--- src/rtl/lsu_pkg.sv ---
// lsu_pkg: shared funct3 codes, FSM states and access-size helpers for the load/store unit
package lsu_pkg;
  localparam logic [2:0] F3_B  = 3'b000;
  localparam logic [2:0] F3_H  = 3'b001;
  localparam logic [2:0] F3_W  = 3'b010;
  localparam logic [2:0] F3_BU = 3'b100;
  localparam logic [2:0] F3_HU = 3'b101;
  typedef enum logic [1:0] {S_IDLE, S_ACC0, S_ACC1, S_DONE} lsu_state_t;
  function automatic logic [2:0] size_of(input logic [2:0] f3);
    return f3[1:0] == 2'b00 ? 3'd1 : f3[1:0] == 2'b01 ? 3'd2 : 3'd4;
  endfunction
  function automatic logic is_legal(input logic we, input logic [2:0] f3);
    return we ? (f3 == F3_B || f3 == F3_H || f3 == F3_W)
              : (f3 == F3_B || f3 == F3_H || f3 == F3_W || f3 == F3_BU || f3 == F3_HU);
  endfunction
endpackage

--- src/rtl/lsu_lane_align.sv ---
// lsu_lane_align: places store bytes into word 0 or word 1 of an access and merges with the old word
module lsu_lane_align
  import lsu_pkg::*;
(
  input  logic [1:0]  off,
  input  logic [2:0]  size,
  input  logic        sel,
  input  logic [31:0] wdata,
  input  logic [31:0] old_word,
  output logic [31:0] merged,
  output logic [3:0]  mask
);
  logic [63:0] sdata;
  logic [7:0]  smask;
  logic [31:0] word;
  assign sdata = {32'd0, wdata} << {off, 3'b000};
  assign smask = {4'd0, (4'd1 << size) - 4'd1} << off;
  assign mask  = sel ? smask[7:4] : smask[3:0];
  assign word  = sel ? sdata[63:32] : sdata[31:0];
  genvar i;
  generate
    for (i = 0; i < 4; i++) begin : g_lane
      assign merged[8*i +: 8] = mask[i] ? word[8*i +: 8] : old_word[8*i +: 8];
    end
  endgenerate
endmodule

--- src/rtl/load_store_unit.sv ---
// load_store_unit: turns byte/half/word loads and stores into one or two whole-word memory accesses
module load_store_unit
  import lsu_pkg::*;
#(
  parameter int DATA_WIDTH = 32
) (
  input  logic                  clk,
  input  logic                  reset,
  input  logic                  req_i,
  input  logic                  we_i,
  input  logic [2:0]            funct3_i,
  input  logic [DATA_WIDTH-1:0] addr_i,
  input  logic [DATA_WIDTH-1:0] wdata_i,
  output logic                  ready_o,
  output logic                  done_o,
  output logic                  err_o,
  output logic [DATA_WIDTH-1:0] rdata_o,
  output logic                  Mem_Write_o,
  output logic                  Mem_Read_o,
  output logic [DATA_WIDTH-1:0] Address_o,
  output logic [DATA_WIDTH-1:0] Write_Data_o,
  input  logic [DATA_WIDTH-1:0] Read_Data_i
);
  lsu_state_t  state, state_nx;
  logic        we_r, err_r, span, acc, sel;
  logic [2:0]  f3_r, size;
  logic [1:0]  off;
  logic [31:0] addr_r, wdata_r, ld_lo, base, merged, ld_sh, ld_val;
  logic [3:0]  mask;
  logic [63:0] ld_cat;
  assign off  = addr_r[1:0];
  assign size = size_of(f3_r);
  assign span = ({1'b0, off} + size) > 3'd4;
  assign acc  = state == S_ACC0 || state == S_ACC1;
  assign sel  = state == S_ACC1;
  assign base = {addr_r[31:2], 2'b00} + (sel ? 32'd4 : 32'd0);
  lsu_lane_align u_align (
    .off     (off),
    .size    (size),
    .sel     (sel),
    .wdata   (wdata_r),
    .old_word(Read_Data_i),
    .merged  (merged),
    .mask    (mask)
  );
  // strobes come straight from state so an async reset kills a write mid-cycle
  assign ready_o      = state == S_IDLE;
  assign done_o       = state == S_DONE;
  assign err_o        = done_o && err_r;
  assign Mem_Read_o   = acc;
  assign Mem_Write_o  = acc && we_r && |mask;
  assign Address_o    = acc ? base : '0;
  assign Write_Data_o = Mem_Write_o ? merged : '0;
  // the word arriving this cycle is folded in so rdata_o is ready as DONE is entered
  assign ld_cat = sel ? {Read_Data_i, ld_lo} : {32'd0, Read_Data_i};
  assign ld_sh  = 32'(ld_cat >> {off, 3'b000});
  always_comb begin
    ld_val = f3_r == F3_B  ? {{24{ld_sh[7]}}, ld_sh[7:0]} :
             f3_r == F3_H  ? {{16{ld_sh[15]}}, ld_sh[15:0]} :
             f3_r == F3_BU ? {24'd0, ld_sh[7:0]} :
             f3_r == F3_HU ? {16'd0, ld_sh[15:0]} : ld_sh;
    state_nx = state == S_IDLE ? (req_i ? (is_legal(we_i, funct3_i) ? S_ACC0 : S_DONE) : S_IDLE) :
               state == S_ACC0 ? (span ? S_ACC1 : S_DONE) :
               state == S_ACC1 ? S_DONE : S_IDLE;
  end
  always_ff @(posedge clk or negedge reset) begin
    if (!reset) begin
      state   <= S_IDLE;
      we_r    <= 1'b0;
      err_r   <= 1'b0;
      f3_r    <= '0;
      addr_r  <= '0;
      wdata_r <= '0;
      ld_lo   <= '0;
      rdata_o <= '0;
    end else begin
      state <= state_nx;
      if (ready_o && req_i) begin
        we_r    <= we_i;
        f3_r    <= funct3_i;
        addr_r  <= addr_i;
        wdata_r <= wdata_i;
        err_r   <= !is_legal(we_i, funct3_i);
      end
      if (state == S_ACC0) ld_lo <= Read_Data_i;
      if (acc && state_nx == S_DONE && !we_r) rdata_o <= ld_val;
    end
  end
endmodule
--- config.mk ---
export PLATFORM = sky130hd
export DESIGN_NAME = load_store_unit
export DESIGN_NICKNAME = d
export VERILOG_FILES = /design/src/rtl/lsu_pkg.sv /design/src/rtl/lsu_lane_align.sv /design/src/rtl/load_store_unit.sv
export SDC_FILE = /design/constraint.sdc
export NUM_CORES = 1
export LEC_CHECK = 0
export BUFFER_PORTS_ARGS = -buffer_cell sky130_fd_sc_hd__clkbuf_2
export CAP_MARGIN = 10
export CORE_MARGIN = 5
export CORE_UTILIZATION = 50
export CTS_CLUSTER_DIAMETER = 40
export CTS_CLUSTER_SIZE = 20
export DETAILED_ROUTE_END_ITERATION = 10
export PLACE_DENSITY = 0.75
export SETUP_SLACK_MARGIN = 0.3
export SYNTH_ARGS = -nofsm -noshare
export SYNTH_HDL_FRONTEND = slang
export SYNTH_SLANG_ARGS = --single-unit
--- constraint.sdc ---
create_clock -name clk -period 3.6 [get_ports clk]
set_input_delay 0.18 -clock clk [delete_from_list [all_inputs] [get_ports clk]]
set_output_delay 0.18 -clock clk [all_outputs]
set_load 0.05 [all_outputs]
==> flow_metrics.env, run 1 <==
export IMPL_synth_avg_cell_area_sq_um=10.1
export IMPL_crit_fanout=12
export IMPL_max_cap_viol_count=0
export IMPL_cp_required_ns=3.42
export IMPL_synth_edf_count=0
export IMPL_fp_coreArea_sq_um=16700
export IMPL_min_from="wdata_i[10]"
export IMPL_post_route_util_pct=65.9
export IMPL_ant_nets=0
export IMPL_multi_input_area_sq_um=4830
export IMPL_netlist_area_sq_um=8580
export IMPL_port_buffers=201
export IMPL_final_nets=1197
export IMPL_r2r_start="state[0]"
export IMPL_drtIter0Drc=669
export IMPL_ys_seq_area_share_pct=39.4
export IMPL_reg2reg_depth=8
export IMPL_synthFlopType="dfrtp_1"
export IMPL_timing_final_crit_period_ns=3.16
export IMPL_wire_per_inst_um=19.1
export IMPL_syn_inst=852
export IMPL_status="complete, no violations"
export IMPL_htree_levels=4
export IMPL_worst_path_most_repeated_cell="ha_1"
export IMPL_final_cell_mix="189 x clkbuf_2, 134 x dfrtp_1, 128 x mux2_2"
export IMPL_ys_warn_count=0
export IMPL_fp_dieH_um=141
export IMPL_final_period_utilization_pct=87.7
export IMPL_whs_path_depth=2
export IMPL_dieArea_sq_um=19900
export IMPL_synth_seq_cells=135
export IMPL_placed_cell_area_sq_um=9830
export IMPL_drive_gt1_share_pct=38.0
export IMPL_crit_buf_inv=2
export IMPL_cts_sinks=135
export IMPL_crit_family="adder cells"
export IMPL_max_freq_mhz=317
export IMPL_num_vias=7614
export IMPL_initial_core_util_pct=51.3
export IMPL_final_common_cell="clkbuf_2"
export IMPL_drt_total_wl_mm=25.3
export IMPL_timing_reg2reg_setup_slack_ns=0.65
export IMPL_cts_root_buf="clkbuf_16"
export IMPL_vias_per_cell=5.77
export IMPL_final_hold_violation_count=0
export IMPL_pin_count=204
export IMPL_rr_endpoint="rdata_o[19]"
export IMPL_critical_path_arrival_ns=2.98
export IMPL_critPathLaunch="state[0]"
export IMPL_die_w_um=141
export IMPL_grt_pass1_vias=7542
export IMPL_regArea_sq_um=3380
export IMPL_drc=0
export IMPL_clk_latency_ns=0.43
export IMPL_setup_violations=0
export IMPL_async_flop_share_pct=100
export IMPL_start_kind="flop"
export IMPL_grt_max_degree=113
export IMPL_grt_first_pass_wirelength_mm=40.3
export IMPL_path_cells="inv_1, ha_2, ha_1, ha_1, nand3_2, nor4_1, xnor2_1, nor2_1, clkbuf_2"
export IMPL_hp_class="input port to flop"
export IMPL_holdPathEnd="wdata_r[10]"
export IMPL_overflow=0
export IMPL_setup_tns_ns=0
export IMPL_clk_pin_slew_ns=0.06
export IMPL_cts_tree="yes"
export IMPL_rsz0062_at_grt="true"
export IMPL_hpwl_mm=17.7
export IMPL_cts_path_max_buffers=2
export IMPL_fp_row_count=47
export IMPL_critPathKind="flop to primary output"
export IMPL_area_growth_pct=28.4
export IMPL_fillers=1321
export IMPL_crit_path_max_incr_delay_ns=0.40
export IMPL_gp_congestion=0.893
export IMPL_final_max_slew_viol_count=0
export IMPL_worst_setup_path_end_kind="primary output"
export IMPL_relSlewSlack_pct=18.6
export IMPL_firstDrtPassIters=5
export IMPL_clock_skew_ns=0.00952
export IMPL_antenna_found_initial=2
export IMPL_worst_pin_slew_ns=1.21
export IMPL_cts_made_buffers=17
export IMPL_fin_area_sq_um=11000
export IMPL_yosysUniqueCellTypes=54
export IMPL_track_usage_pct=25.4
export IMPL_cpMaxStageDelayCell="dfrtp_1"
==> metrics by stage <==
stage	setup WS [ns]	instances	hold WS, ns
2_1_floorplan	0.553	853	-0.116
3_3_place_gp	0.821	1225	0.409
3_5_place_dp	0.726	1225	0.402
4_1_cts	0.342	1315	0.000459
5_1_grt	0.283	1320	0.00413
6_report	0.443	1320	0.00697
==> synthesized netlist by cell type (all sizes together) (3+ instances only) <==
cell	n	share of area, %
a21oi	56	3.4
nand3	25	1.5
and2	6	0.44
xor2	10	1.0
xnor2	17	1.7
mux2i	52	6.1
nor2	96	4.4
nor4	6	0.44
nor3	19	1.1
inv	14	0.61
a22oi	15	1.3
ha	7	1.0
o221a	8	1.1
nand4	7	0.51
a21o	6	0.54
clkbuf	24	1.1
a22o	13	1.3
mux4	7	1.8
mux2	135	18
o21ai	37	2.5
nand2	62	2.8
buf	41	2.9
and4	3	0.31
and3	3	0.22
o31ai	7	0.61
dfrtp	135	39
a211oi	22	1.9
==> cells by family (layout without fill, tap and decap cells) <==
logic type,Yosys count,in the layout,share of synthesized area [%]
other cells,1,4,0.0437
xor+xnor,27,27,2.76
compound gates,178,178,14.5
simple gates,230,230,11.8
buf+inv,79,324,4.55
mux,194,194,25.7
fa+ha+maj,8,8,1.25
flops,135,135,39.4
==> repair_timing <==
item                       CTS  global route
buffers inserted             0             3
hold buffers                59             0
pin swaps                    0             1
hold endpoints to repair   169             0
gates resized for setup      1             3
setup endpoints to repair    1            10
==> worst max-delay path by stage <==
stage                             to  slack (ns)  cells past startpoint
floorplan           Write_Data_o[22]        0.55                     11
global placement         rdata_o[20]        0.82                      8
global route           Address_o[18]        0.28                     10
CTS                    Address_o[22]        0.34                      9
finish                 Address_o[28]        0.44                      9
detailed placement       rdata_o[31]        0.73                      8
==> registers in the layout, indices dropped and copies added (netlist names) <==
signal	cells
rdata_o	32
f3_r	3
err_r	1
ld_lo	32
wdata_r	32
addr_r	32
we_r	1
state	2
==> routing by layer <==
metal	GRT usage [%]	routed length, um	up-vias
met3	5.79	1910	69
met5	0	0	-
met1	35.0	10800	3621
met4	10.6	939	0
li1	-	-	3566
met2	38.8	11600	358
==> final cells by class <==
| cell class | count | share of cell area [%] |
|---|---|---|
| Antenna cell | 2 | 0.0454 |
| Inverter | 14 | 0.477 |
| Clock buffer | 23 | 4.34 |
| Tap cell | 220 | 2.50 |
| Timing Repair Buffer | 279 | 17.4 |
| Clock inverter | 8 | 0.670 |
| Sequential cell | 135 | 30.7 |
| Multi-Input combinational cell | 639 | 43.9 |
Power of run 1 is not shown: default switching activity piles up to over one toggle a cycle in this logic, so the estimate is an artifact.
==> inputs of run 2 (changes only) <==
--- a/config.mk
+++ b/config.mk
@@ -6,13 +6,14 @@
 export NUM_CORES = 1
 export LEC_CHECK = 0
 export BUFFER_PORTS_ARGS = -buffer_cell sky130_fd_sc_hd__clkbuf_2
-export CAP_MARGIN = 10
+export CAP_MARGIN = 20
 export CORE_MARGIN = 5
-export CORE_UTILIZATION = 50
+export CORE_UTILIZATION = 45
+export CTS_BUF_LIST = sky130_fd_sc_hd__clkbuf_16
 export CTS_CLUSTER_DIAMETER = 40
 export CTS_CLUSTER_SIZE = 20
 export DETAILED_ROUTE_END_ITERATION = 10
-export PLACE_DENSITY = 0.75
+export PLACE_DENSITY = 0.69
 export SETUP_SLACK_MARGIN = 0.3
 export SYNTH_ARGS = -nofsm -noshare
 export SYNTH_HDL_FRONTEND = slang
==> run 2 against run 1 <==
Setup slack lost 0.057 ns; die area rose by 10%; final cell count increased by 1.4%; hold slack improved by 0.0070 ns; largest cell class unchanged; highest routed layer unchanged.
==> flow_metrics.env, run 2 (synthesis gave the netlist of run 1 again) <==
export IMPL_status="complete, no violations"
export IMPL_drtIter0Drc=499
export IMPL_antenna_found_initial=0
export IMPL_htree_levels=4
export IMPL_area_growth_pct=30.6
export IMPL_final_cell_mix="184 x clkbuf_2, 134 x dfrtp_1, 128 x mux2_2"
export IMPL_relSlewSlack_pct=35.2
export IMPL_crit_fanout=18
export IMPL_r2r_start="f3_r[0]"
export IMPL_clk_pin_slew_ns=0.06
export IMPL_hp_class="input port to flop"
export IMPL_grt_max_degree=102
export IMPL_drive_gt1_share_pct=38.2
export IMPL_crit_path_max_incr_delay_ns=0.61
export IMPL_vias_per_cell=5.62
export IMPL_clk_latency_ns=0.42
export IMPL_worst_setup_path_end_kind="primary output"
export IMPL_final_max_slew_viol_count=0
export IMPL_cpMaxStageDelayCell="a211oi_1"
export IMPL_diodes=0
export IMPL_final_nets=1203
export IMPL_start_kind="flop"
export IMPL_whs_path_depth=2
export IMPL_setup_violations=0
export IMPL_grt_first_pass_wirelength_mm=40.9
export IMPL_cts_tree="yes"
export IMPL_critical_path_arrival_ns=3.03
export IMPL_hpwl_mm=18.4
export IMPL_max_cap_viol_count=0
export IMPL_num_vias=7526
export IMPL_pin_count=204
export IMPL_initial_core_util_pct=45.8
export IMPL_wire_per_inst_um=19.1
export IMPL_path_cells="inv_1, ha_4, nor2_4, o21ai_1, nand2_2, nor2_1, a211oi_1, buf_12"
export IMPL_worst_pin_slew_ns=0.972
export IMPL_rsz0062_at_grt="false"
export IMPL_drc=0
export IMPL_drt_total_wl_mm=25.6
export IMPL_die_w_um=148
export IMPL_final_period_utilization_pct=89.3
export IMPL_port_buffers=201
export IMPL_critPathKind="flop to primary output"
export IMPL_clock_skew_ns=0.00691
export IMPL_grt_pass1_vias=7490
export IMPL_cts_made_buffers=17
export IMPL_final_common_cell="clkbuf_2"
export IMPL_overflow=0
export IMPL_fp_coreArea_sq_um=18700
export IMPL_holdPathEnd="wdata_r[21]"
export IMPL_timing_final_crit_period_ns=3.21
export IMPL_fp_dieH_um=148
export IMPL_fp_row_count=50
export IMPL_gp_congestion=0.947
export IMPL_final_hold_violation_count=0
export IMPL_rr_endpoint="rdata_o[13]"
export IMPL_track_usage_pct=23.3
export IMPL_cts_sinks=135
export IMPL_cts_root_buf="clkbuf_16"
export IMPL_dieArea_sq_um=21900
export IMPL_firstDrtPassIters=5
export IMPL_reg2reg_depth=10
export IMPL_post_cts_setup_buffer_count=0
export IMPL_ant_nets=0
export IMPL_cp_required_ns=3.42
export IMPL_setup_tns_ns=0
export IMPL_max_freq_mhz=311
export IMPL_cts_path_max_buffers=2
export IMPL_min_from="wdata_i[21]"
export IMPL_critPathLaunch="state[0]"
export IMPL_timing_reg2reg_setup_slack_ns=0.80
run 2: cell type report:
type / instances / area, sq um
Sequential cell: 135 / 3380
Clock inverter: 14 / 160
Inverter: 14 / 52.6
Multi-Input combinational cell: 639 / 4850
Fill cell: 1540 / 7500
Timing Repair Buffer: 285 / 2040
Tap cell: 234 / 293
Clock buffer: 17 / 425
run 2: through the flow:
step	setup WS [ns]	hold WS (ns)	std cells	instance area [sq um]	utilization, %
2_1_floorplan	0.553	-0.116	853	8580	-
6_report	0.386	0.0140	1338	11200	59.9
3_3_place_gp	0.762	0.373	1245	9960	53.3
3_5_place_dp	0.689	0.369	1245	9960	53.3
4_1_cts	0.401	0.000572	1338	11200	59.8
5_1_grt	0.305	0.0105	1338	11200	59.9
run 2: worst max path at each step:
stage	to
floorplan	Write_Data_o[22]
global placement	Address_o[18]
CTS	Write_Data_o[17]
detailed placement	Address_o[14]
global route	Address_o[14]
finish	Write_Data_o[23]
run 2: worst max-delay path, delay by kind of cell, from the launching register on:
family                     cells  cell delay (ns)
adders and majority gates      1             0.25
buffers and inverters          2             0.32
DFF                            1             0.39
AOI/OAI and AO/OA              2             0.79
and+or+nand+nor                3             0.86
run 2: timing repair:
action,4_1_cts,5_1_grt
resized for setup,2,4
hold buffers,62,0
endpoints found under the setup margin,5,9
pin swaps,0,1
endpoints found under the hold margin,160,0
run 2: routing by layer:
layer	GRT usage, %	part of all wire, %
met1	31.9	45
met2	37.3	47
met3	4.48	5.6
met4	8.08	2.6
met5	0	0
Power of run 2 is left out for the same reason.
==> inputs of run 3 (changes only) <==
--- a/config.mk
+++ b/config.mk
@@ -13,7 +13,7 @@
 export CTS_CLUSTER_DIAMETER = 40
 export CTS_CLUSTER_SIZE = 20
 export DETAILED_ROUTE_END_ITERATION = 10
-export PLACE_DENSITY = 0.69
+export PLACE_DENSITY_LB_ADDON = 0.2
 export SETUP_SLACK_MARGIN = 0.3
 export SYNTH_ARGS = -nofsm -noshare
 export SYNTH_HDL_FRONTEND = slang
==> run 3 against run 2 <==
Global-route usage rose by 0.33 points; clock-buffer cell count unchanged; sequential share of layout area increased by 0.54 points; routed wire length grew 1.5%.
==> flow_metrics.env, run 3 (synthesis gave the netlist of run 1 again) <==
export IMPL_drtIter0Drc=450
export IMPL_final_nets=1186
export IMPL_wl_met2_mm=12.8
export IMPL_initial_core_util_pct=45.8
export IMPL_drt_total_wl_mm=26.0
export IMPL_final_common_cell="clkbuf_2"
export IMPL_track_usage_pct=23.7
export IMPL_setup_violations=0
export IMPL_final_max_slew_viol_count=0
export IMPL_drive_gt1_share_pct=38.2
export IMPL_clk_pin_slew_ns=0.06
export IMPL_drc=0
export IMPL_worst_setup_path_end_kind="primary output"
export IMPL_final_period_utilization_pct=86.3
export IMPL_crit_fanout=24
export IMPL_fp_dieH_um=148
export IMPL_reg2reg_depth=10
export IMPL_critical_path_arrival_ns=2.93
export IMPL_hp_class="input port to flop"
export IMPL_max_cap_viol_count=0
export IMPL_dieArea_sq_um=21900
export IMPL_vias_per_cell=5.61
export IMPL_ant_nets=0
export IMPL_relSlewSlack_pct=34.9
export IMPL_max_freq_mhz=322
export IMPL_final_hold_violation_count=0
export IMPL_cts_made_buffers=17
export IMPL_clk_latency_ns=0.42
export IMPL_crit_buf_inv=3
export IMPL_port_buffers=201
export IMPL_diodes=0
export IMPL_start_kind="flop"
export IMPL_grt_first_pass_wirelength_mm=41.0
export IMPL_fp_coreArea_sq_um=18700
export IMPL_rsz0062_at_grt="false"
export IMPL_timing_reg2reg_setup_slack_ns=0.63
export IMPL_cp_required_ns=3.42
export IMPL_cts_tree="yes"
export IMPL_clock_skew_ns=0.00888
export IMPL_highest_layer="met4"
export IMPL_fp_row_count=50
export IMPL_timing_final_crit_period_ns=3.11
export IMPL_dp_cells=1242
export IMPL_overflow=0
export IMPL_wl_met3_mm=1.26
export IMPL_setup_tns_ns=0
export IMPL_critPathKind="flop to primary output"
export IMPL_crit_family="buffers and inverters"
export IMPL_cts_path_max_buffers=2
export IMPL_die_w_um=148
export IMPL_grt_max_degree=104
export IMPL_whs_path_depth=2
export IMPL_cts_root_buf="clkbuf_16"
export IMPL_wire_per_inst_um=19.6
export IMPL_pin_count=204
export IMPL_area_growth_pct=28.3
export IMPL_crit_cells=9
export IMPL_path_cells="inv_1, ha_4, buf_4, and3_1, o21ai_1, nand2_2, nor2_1, a211oi_1, buf_12"
export IMPL_fillers=1674
export IMPL_cts_sinks=135
export IMPL_htree_levels=4
export IMPL_worst_pin_slew_ns=0.976
export IMPL_num_vias=7421
export IMPL_hpwl_mm=18.8
export IMPL_antenna_found_initial=0
export IMPL_firstDrtPassIters=5
export IMPL_wl_met1_mm=11.3
export IMPL_gp_congestion=0.854
export IMPL_grt_pass1_vias=7378
export IMPL_cpMaxStageDelayCell="a211oi_1"
export IMPL_stdcell_count=1322
export IMPL_final_cell_mix="183 x clkbuf_2, 134 x dfrtp_1, 128 x mux2_2"
export IMPL_status="complete, no violations"
export IMPL_crit_path_max_incr_delay_ns=0.51
## run 3: stage by stage
stage          worst slack [ns]  utilization (%)  hold slack, ns  instance area, sq um
2_1_floorplan             0.553                -          -0.116                  8580
3_3_place_gp              0.786             53.3           0.379                  9970
3_5_place_dp              0.715             53.3           0.376                  9970
4_1_cts                   0.418             58.8        0.000687                 11000
5_1_grt                   0.319             58.8         0.00275                 11000
6_report                  0.493             58.8        0.000158                 11000
## run 3: metal layers
| metal | vias to the layer above | global-route usage [%] |
|---|---|---|
| met2 | 214 | 39.6 |
| met4 | 0 | 7.81 |
| met1 | 3633 | 31.2 |
| li1 | 3539 | - |
| met3 | 35 | 4.14 |
| met5 | - | 0 |
## run 3: path summary, 6_finish.rpt
| path | start | endpoint |
|---|---|---|
| worst min register to register | err_r | err_r |
| worst max-delay path | state[0] | Write_Data_o[23] |
| max in group asynchronous | reset | ld_lo[14] |
| min in group asynchronous | reset | rdata_o[16] |
| worst min-delay path | wdata_i[21] | wdata_r[21] |
| worst max register to register | f3_r[1] | rdata_o[8] |
## run 3: cell type report
class                           instances  area (sq um)  area share, %
Multi-Input combinational cell        639          4850           44.1
Sequential cell                       135          3380           30.7
Timing Repair Buffer                  268          1900           17.3
Clock buffer                           17           425           3.86
Tap cell                              234           293           2.66
Clock inverter                         15           100          0.909
Inverter                               14          52.6          0.477
## run 3: timing repair
item / in CTS / in global routing
resized for setup: 2 / 3
hold endpoints to repair: 148 / 0
hold buffers: 48 / 0
setup endpoints to repair: 4 / 5
buffers inserted: 0 / 0
Power of run 3 is left out for the same reason.
